--- config.mk ---
export PLATFORM = sky130hd
export DESIGN_NAME = sprite_compositor
export DESIGN_NICKNAME = d
export VERILOG_FILES = /design/src/rtl/gfx_pkg.sv /design/src/rtl/sprite_palette.sv /design/src/rtl/sprite_compositor.sv
export SDC_FILE = /design/constraint.sdc
export NUM_CORES = 1
export LEC_CHECK = 0
export BUFFER_PORTS_ARGS = -buffer_cell sky130_fd_sc_hd__buf_2
export CAP_MARGIN = 10
export CORE_MARGIN = 5
export CORE_UTILIZATION = 65
export DETAILED_ROUTE_END_ITERATION = 10
export GPL_TIMING_DRIVEN = 0
export PLACE_DENSITY = 0.82
export SLEW_MARGIN = 0
export SYNTH_ARGS = -nofsm -noshare
export SYNTH_HDL_FRONTEND = slang
export SYNTH_SLANG_ARGS = --single-unit
export TNS_END_PERCENT = 1
--- constraint.sdc ---
create_clock -name clk -period 31.8 [get_ports clk]
set_input_delay 3.18 -clock clk [delete_from_list [all_inputs] [get_ports clk]]
set_output_delay 3.18 -clock clk [all_outputs]
set_load 0.01 [all_outputs]
--- src/rtl/gfx_pkg.sv ---
// Shared types and constants for the sprite compositor slice.
package gfx_pkg;

    // Latency from the *_in/spr_drawing inputs to the compositor outputs.
    localparam int COMP_LAT      = 3;
    localparam int COLR_BITS_DEF = 4;
    localparam int CHAN_BITS_DEF = 8;

    typedef logic [COLR_BITS_DEF-1:0] colr_idx_t;

    typedef struct packed {
        logic [CHAN_BITS_DEF-1:0] r;
        logic [CHAN_BITS_DEF-1:0] g;
        logic [CHAN_BITS_DEF-1:0] b;
    } rgb_t;

    typedef struct packed {
        logic hs;
        logic vs;
        logic de;
    } sync_t;

    typedef enum logic {
        PAL_IDLE = 1'b0,
        PAL_PEND = 1'b1
    } pal_state_e;

endpackage

--- src/rtl/sprite_palette.sv ---
// Double-buffered colour palette: shadow array written by the host, active
// array read by the pixel pipeline, copied in one cycle at the vsync rise
// that follows a commit request.
module sprite_palette
    import gfx_pkg::*;
#(
    parameter int COLR_BITS = 4,
    parameter int CHAN_BITS = 8
) (
    input  logic                   clk,
    input  logic                   rst_n,
    input  logic                   we_i,
    input  logic [COLR_BITS-1:0]   waddr_i,
    input  logic [3*CHAN_BITS-1:0] wdata_i,
    input  logic                   commit_i,
    input  logic                   vsync_rise_i,
    input  logic [COLR_BITS-1:0]   raddr_i,
    output logic [3*CHAN_BITS-1:0] rdata_o,
    output logic                   pending_o
);

    localparam int unsigned DEPTH = 2**COLR_BITS;

    logic [3*CHAN_BITS-1:0] shadow_q [DEPTH];
    logic [3*CHAN_BITS-1:0] active_q [DEPTH];
    logic [3*CHAN_BITS-1:0] rdata_q;
    pal_state_e             state_q;
    pal_state_e             state_d;
    logic                   copy;

    // Commit state register.
    always_ff @(posedge clk) begin
        if (!rst_n) state_q <= PAL_IDLE;
        else        state_q <= state_d;
    end

    // Commit next-state: a request waits for the next vsync rise; a request
    // arriving on that rise itself is only registered, not serviced.
    always_comb begin
        state_d = state_q;
        copy    = 1'b0;
        case (state_q)
            PAL_IDLE: if (commit_i) state_d = PAL_PEND;
            PAL_PEND: begin
                if (vsync_rise_i) begin
                    copy    = 1'b1;
                    state_d = PAL_IDLE;
                end
            end
            default: state_d = PAL_IDLE;
        endcase
    end

    // Host writes always land in the shadow copy.
    always_ff @(posedge clk) begin
        if (!rst_n) begin
            for (int unsigned i = 0; i < DEPTH; i++) shadow_q[i] <= '0;
        end else if (we_i) begin
            shadow_q[waddr_i] <= wdata_i;
        end
    end

    // Whole-palette copy; a same-cycle shadow write is not seen by active.
    always_ff @(posedge clk) begin
        if (!rst_n) begin
            for (int unsigned i = 0; i < DEPTH; i++) active_q[i] <= '0;
        end else if (copy) begin
            for (int unsigned i = 0; i < DEPTH; i++) active_q[i] <= shadow_q[i];
        end
    end

    // Registered read port; returns the pre-copy value on the copy cycle.
    always_ff @(posedge clk) begin
        if (!rst_n) rdata_q <= '0;
        else        rdata_q <= active_q[raddr_i];
    end

    assign rdata_o   = rdata_q;
    assign pending_o = (state_q == PAL_PEND);

endmodule

--- src/rtl/sprite_compositor.sv ---
// Sprite compositor: priority select of the lowest-numbered opaque sprite
// (background otherwise), palette lookup, and matching sync delay line.
module sprite_compositor
    import gfx_pkg::*;
#(
    parameter int NUM_SPR   = 4,
    parameter int COLR_BITS = 4,
    parameter int CHAN_BITS = 8,
    parameter int TRANSP    = 0
) (
    input  logic                           clk,
    input  logic                           rst_n,
    input  logic [NUM_SPR*COLR_BITS-1:0]   spr_pix,
    input  logic [NUM_SPR-1:0]             spr_drawing,
    input  logic [COLR_BITS-1:0]           bg_idx,
    input  logic                           hsync_in,
    input  logic                           vsync_in,
    input  logic                           de_in,
    input  logic                           pal_we,
    input  logic [COLR_BITS-1:0]           pal_addr,
    input  logic [3*CHAN_BITS-1:0]         pal_data,
    input  logic                           pal_commit,
    output logic                           pal_pending,
    output logic [3*CHAN_BITS-1:0]         rgb,
    output logic                           hsync_out,
    output logic                           vsync_out,
    output logic                           de_out
);

    localparam logic [COLR_BITS-1:0] TRANSP_IDX = COLR_BITS'(TRANSP);

    logic [NUM_SPR-1:0]     drawing_q;
    logic [COLR_BITS-1:0]   bg_q;
    logic [COLR_BITS-1:0]   sel_idx;
    sync_t                  sync_q [COMP_LAT];
    logic [3*CHAN_BITS-1:0] pal_rd;
    logic [3*CHAN_BITS-1:0] rgb_q;
    logic                   vsync_rise;

    // S0: strobes lead the pixel indices by a cycle; registering them aligns
    // drawing and background with spr_pix.
    always_ff @(posedge clk) begin
        if (!rst_n) begin
            drawing_q <= '0;
            bg_q      <= '0;
        end else begin
            drawing_q <= spr_drawing;
            bg_q      <= bg_idx;
        end
    end

    // Sync delay line, one entry per pipeline stage.
    always_ff @(posedge clk) begin
        if (!rst_n) begin
            for (int unsigned i = 0; i < COMP_LAT; i++) sync_q[i] <= '0;
        end else begin
            sync_q[0] <= {hsync_in, vsync_in, de_in};
            for (int unsigned i = 1; i < COMP_LAT; i++) sync_q[i] <= sync_q[i-1];
        end
    end

    assign vsync_rise = vsync_in & ~sync_q[0].vs;

    // S1: lowest index opaque sprite wins; background is never transparent.
    always_comb begin
        logic found;
        sel_idx = bg_q;
        found   = 1'b0;
        for (int unsigned i = 0; i < NUM_SPR; i++) begin
            if (!found && drawing_q[i] &&
                spr_pix[i*COLR_BITS +: COLR_BITS] != TRANSP_IDX) begin
                sel_idx = spr_pix[i*COLR_BITS +: COLR_BITS];
                found   = 1'b1;
            end
        end
    end

    // S2: palette lookup (registered inside the palette).
    sprite_palette #(
        .COLR_BITS (COLR_BITS),
        .CHAN_BITS (CHAN_BITS)
    ) u_palette (
        .clk          (clk),
        .rst_n        (rst_n),
        .we_i         (pal_we),
        .waddr_i      (pal_addr),
        .wdata_i      (pal_data),
        .commit_i     (pal_commit),
        .vsync_rise_i (vsync_rise),
        .raddr_i      (sel_idx),
        .rdata_o      (pal_rd),
        .pending_o    (pal_pending)
    );

    // S3: blank colour outside the display area.
    always_ff @(posedge clk) begin
        if (!rst_n) rgb_q <= '0;
        else        rgb_q <= sync_q[COMP_LAT-2].de ? pal_rd : '0;
    end

    assign rgb       = rgb_q;
    assign hsync_out = sync_q[COMP_LAT-1].hs;
    assign vsync_out = sync_q[COMP_LAT-1].vs;
    assign de_out    = sync_q[COMP_LAT-1].de;

endmodule

# Yosys cells after proc, flatten, opt, wreduce, memory -nomap -nowiden
# Memory sizes are Yosys's and may differ from the RTL's. A register that Yosys moved wholly into a read port is not among the register bits.
# Cells that the tools add are included.
dict set report classes {
  n_addsub 0
  multipliers 0
  n_div 0
  magnitude_cmp 0
  n_eq_ne 0
  n_shift 0
  mux 42
  bitwise_logic 22
  reduce_logical 17
}
# operator n
set op_table {}
lappend op_table {{$mux W24} 17}
lappend op_table {{$reduce_or A24 Y1} 1}
lappend op_table {{$mux W4} 5}
lappend op_table {{$or A1 B1 Y1} 19}
lappend op_table {{$mux W1} 16}
lappend op_table {{$reduce_bool A4 Y1} 4}
lappend op_table {{$mux W3} 3}
lappend op_table {{$logic_and A1 B1 Y1} 7}
lappend op_table {{$logic_not A1 Y1} 4}
lappend op_table {{$not A1 Y1} 2}
lappend op_table {{$pmux W1 S2} 1}
lappend op_table {{$reduce_and A2 Y1} 1}
lappend op_table {{$and A1 B1 Y1} 1}
dict set report word_totals {
  register_bits 33
  latch_bits 0
  ramBits 777
  rom_bits 0
  inputBits 59
  out_inout_bits 28
  word_cells 88
  mem_count 3
}
# memory words width read_ports rd_ports_with_merged_regs wr line_no
set memory_table {}
lappend memory_table {u_palette.active_q 16 24 1 1 16 sprite_palette.sv:25} ;# logic [3*CHAN_BITS-1:0] active_q [DEPTH];
lappend memory_table {u_palette.shadow_q 16 24 16 0 16 sprite_palette.sv:24} ;# logic [3*CHAN_BITS-1:0] shadow_q [DEPTH];
lappend memory_table {sync_q 3 3 3 0 3 sprite_compositor.sv:35} ;# sync_t sync_q [COMP_LAT];

# Logic depth before layout (Yosys ltp)
dict set report logic_depth {
  ltp_word 15
  mapped_depth 11
  mapped_depth_nobuf 7
}

# Modules after synthesis
# Synthesis repeated with hierarchy kept, for this count alone.
dict set report hier_totals {
  hier_cells 2224
  hier_area_um2 33646.0
}
# module instances cells_each area_per_inst_um2 seq_area_each_um2
set by_module_without_submodules {}
lappend by_module_without_submodules {sprite_palette 1 2101 32257.2 23562.6}
lappend by_module_without_submodules {sprite_compositor 1 123 1388.8 820.8}

# Worst setup path after synthesis
# OpenSTA, ideal clock, no wires.
dict set report synth_path {
  path_type {input -> register}
  startpoint {in rst_n}
  endpoint {mem u_palette.active_q[0][0] in the netlist's numbering, enable pin}
  setup_time_ps 2808
  arrival_time_ps 10127
  required_ps 28992
  setup_slack_ps 18866
  stages 4
  n_path_buf 3
  path_cell_list {clkbuf_1 > clkbuf_1 > clkbuf_1 > nand2_1}
}
# element line_no
set synth_lines {}
lappend synth_lines {{start: declaration} sprite_compositor.sv:12} ;# input logic rst_n,
lappend synth_lines {{end: declaration} sprite_palette.sv:25}

==> reports/metrics.csv <==
metric;value;unit
drtIter0Drc;2607;
dp_hpwl;60600;um
timing.hold.ws;431;ps
synthFlopType;edfxtp_1;
fin_setup_tns;0;ps
root_buffer;clkbuf_16;
synth_fp_nets;2579;
first_pass_iters;6;
yosys_warnings;0;
clk_pin_slew_worst_paths;60;ps
grt_first_pass_wirelength;127000;um
grt.total_usage;0.297;
fillers;3138;
fin_cells;3467;
skew;30.5;ps
grt_max_degree;68;
criticalPathCategory;in -> reg;
via_per_inst;6.22;
total_power;2.45;mW
cts_buffers;82;
overflow;0;
finalSetupViolCount;0;
dp_cells;3311;
fin_ws;25530;ps
drc;0;
synth-seq-cells;834;
dieHeight;240;um
syn_area;34400;um2
fin_crit;6270;ps
io_pins;87;
end_kind;register;
htreeDepth;3;
worstPathRequired;32130;ps
hold_depth;1;
seq_area_frac_synth;0.708;
synth_cells;2520;
final_cell_mix;and2_1, edfxtp_1, clkbuf_1;
gp_congestion;0.934;
start_util;0.655;
power_density;63.1;nW/um2
cts_setup_buffers;0;
startpoint_type;input port;
max_slew_margin;0.146;
num_rows;84;
async_reset_ff_frac;0;
clock.fmax;159;MHz
clk_latency;640;ps
r2r_cells;9;
fin_util;0.739;
finalHoldViolCount;0;
cts.sinks;834;
clk_path_buf_depth;3;
area_growth;12.8;%
post-route-period-util;0.197;
die_area;57700;um2
synth.avg_cell_area;13.7;um2
final_common_cell;and2_1;
pre_cts_ws;24980;ps
cp_max_fo;57;
die_x;240;um
routed_wl;85300;um
num_vias;21600;
p_leak;14.2;nW
core;52600;um2
final_area;38800;um2
antenna_found_initial;2;
cts_tree;built;
crit_arrival;6600;ps
wire_per_inst;24.6;um
grt_pass1_vias;21200;
hold_path_class;reg -> reg;
slew_violations;0;
reg2reg_slack;28610;ps
vdd_drop_max;0.0408;mV
fin_nets;2769;
status;complete, no violations;
placed_cell_area;36200;um2
drive_gt1_frac;0.111;
drv_cap;0;
grt_setup_unrepaired;false;
post_cts_resized;0;
tightest_slew;1270;ps
ctsHoldBuffers;0;
port-buffer-count;85;
seq_area;24400;um2
synth_edf_count;768;
yosysUniqueCellTypes;57;
drtAntennaViolNets;0;
multi_input_area;9030;um2
registers in the layout (all words and copies together) (netlist names):
name	flops
u_palette.active_q	384
sync_q	9
u_palette.rdata_o	24
rgb	24
u_palette.pending_o	1
drawing_q	4
u_palette.shadow_q	384
bg_q	4
cell usage after synthesis (2+ instances only):
cell type	n	share of area
and2_1	789	0.14
edfxtp_1	768	0.67
clkbuf_1	145	0.016
nand2_1	104	0.011
o211ai_1	96	0.021
a21oi_1	94	0.014
dfxtp_1	66	0.038
o21ai_0	55	0.0080
nand4_1	50	0.0091
inv_1	49	0.0053
nand3_1	49	0.0071
a22o_1	46	0.012
buf_2	41	0.0060
and3_1	27	0.0049
a41oi_1	24	0.0061
o221ai_1	23	0.0059
nor2_1	17	0.0019
buf_4	8	0.0017
nand2b_1	8	0.0015
buf_6	6	0.0020
o21ai_1	6	0.00087
nor3_1	5	0.00073
o41ai_4	3	0.0024
a2111o_1	2	0.00065
a211oi_1	2	0.00044
buf_1	2	0.00022
mux2i_1	2	0.00058
nand2_2	2	0.00036
o31ai_1	2	0.00044
o41a_1	2	0.00065
worst max-delay path, stage by stage:
cell	delay [ps]
clkbuf_1	450
clkbuf_1	630
clkbuf_1	810
nand2_4	590
buf_12	370
buf_16	220
buf_16	240
power breakdown:
part           internal (mW)  switching [mW]
combinational         0.0666           0.156
sequential              1.27          0.0192
clock                  0.540           0.398
final timing paths:
check / from / end
worst min-delay path: sync_q[0][4] / sync_q[0][7]
worst max-delay path: rst_n / u_palette.active_q[11][20]
worst min register to register: sync_q[0][4] / sync_q[0][7]
worst max register to register: drawing_q[1] / u_palette.rdata_o[13]
per-layer routing:
metal  share of wire  global-route usage
met2            0.47               0.468
met3            0.10              0.0600
met5               0                   0
met1            0.38               0.406
met4           0.048               0.138
cell type report:
type	count	share of cell area
Timing Repair Buffer	106	0.0222
Clock inverter	31	0.00516
Sequential cell	834	0.628
Clock buffer	118	0.0618
Multi-Input combinational cell	1434	0.233
Antenna cell	4	0.000258
Inverter	50	0.00483
Buffer	202	0.0228
Tap cell	688	0.0222
cells by family after synthesis:
kind of cell	synth area share
AOI/OAI and AO/OA	0.0766
buffers and inverters	0.0312
DFF	0.708
muxes	0.000582
and+or+nand+nor	0.183
No activity file was read; power rests on OpenSTA's default activity.
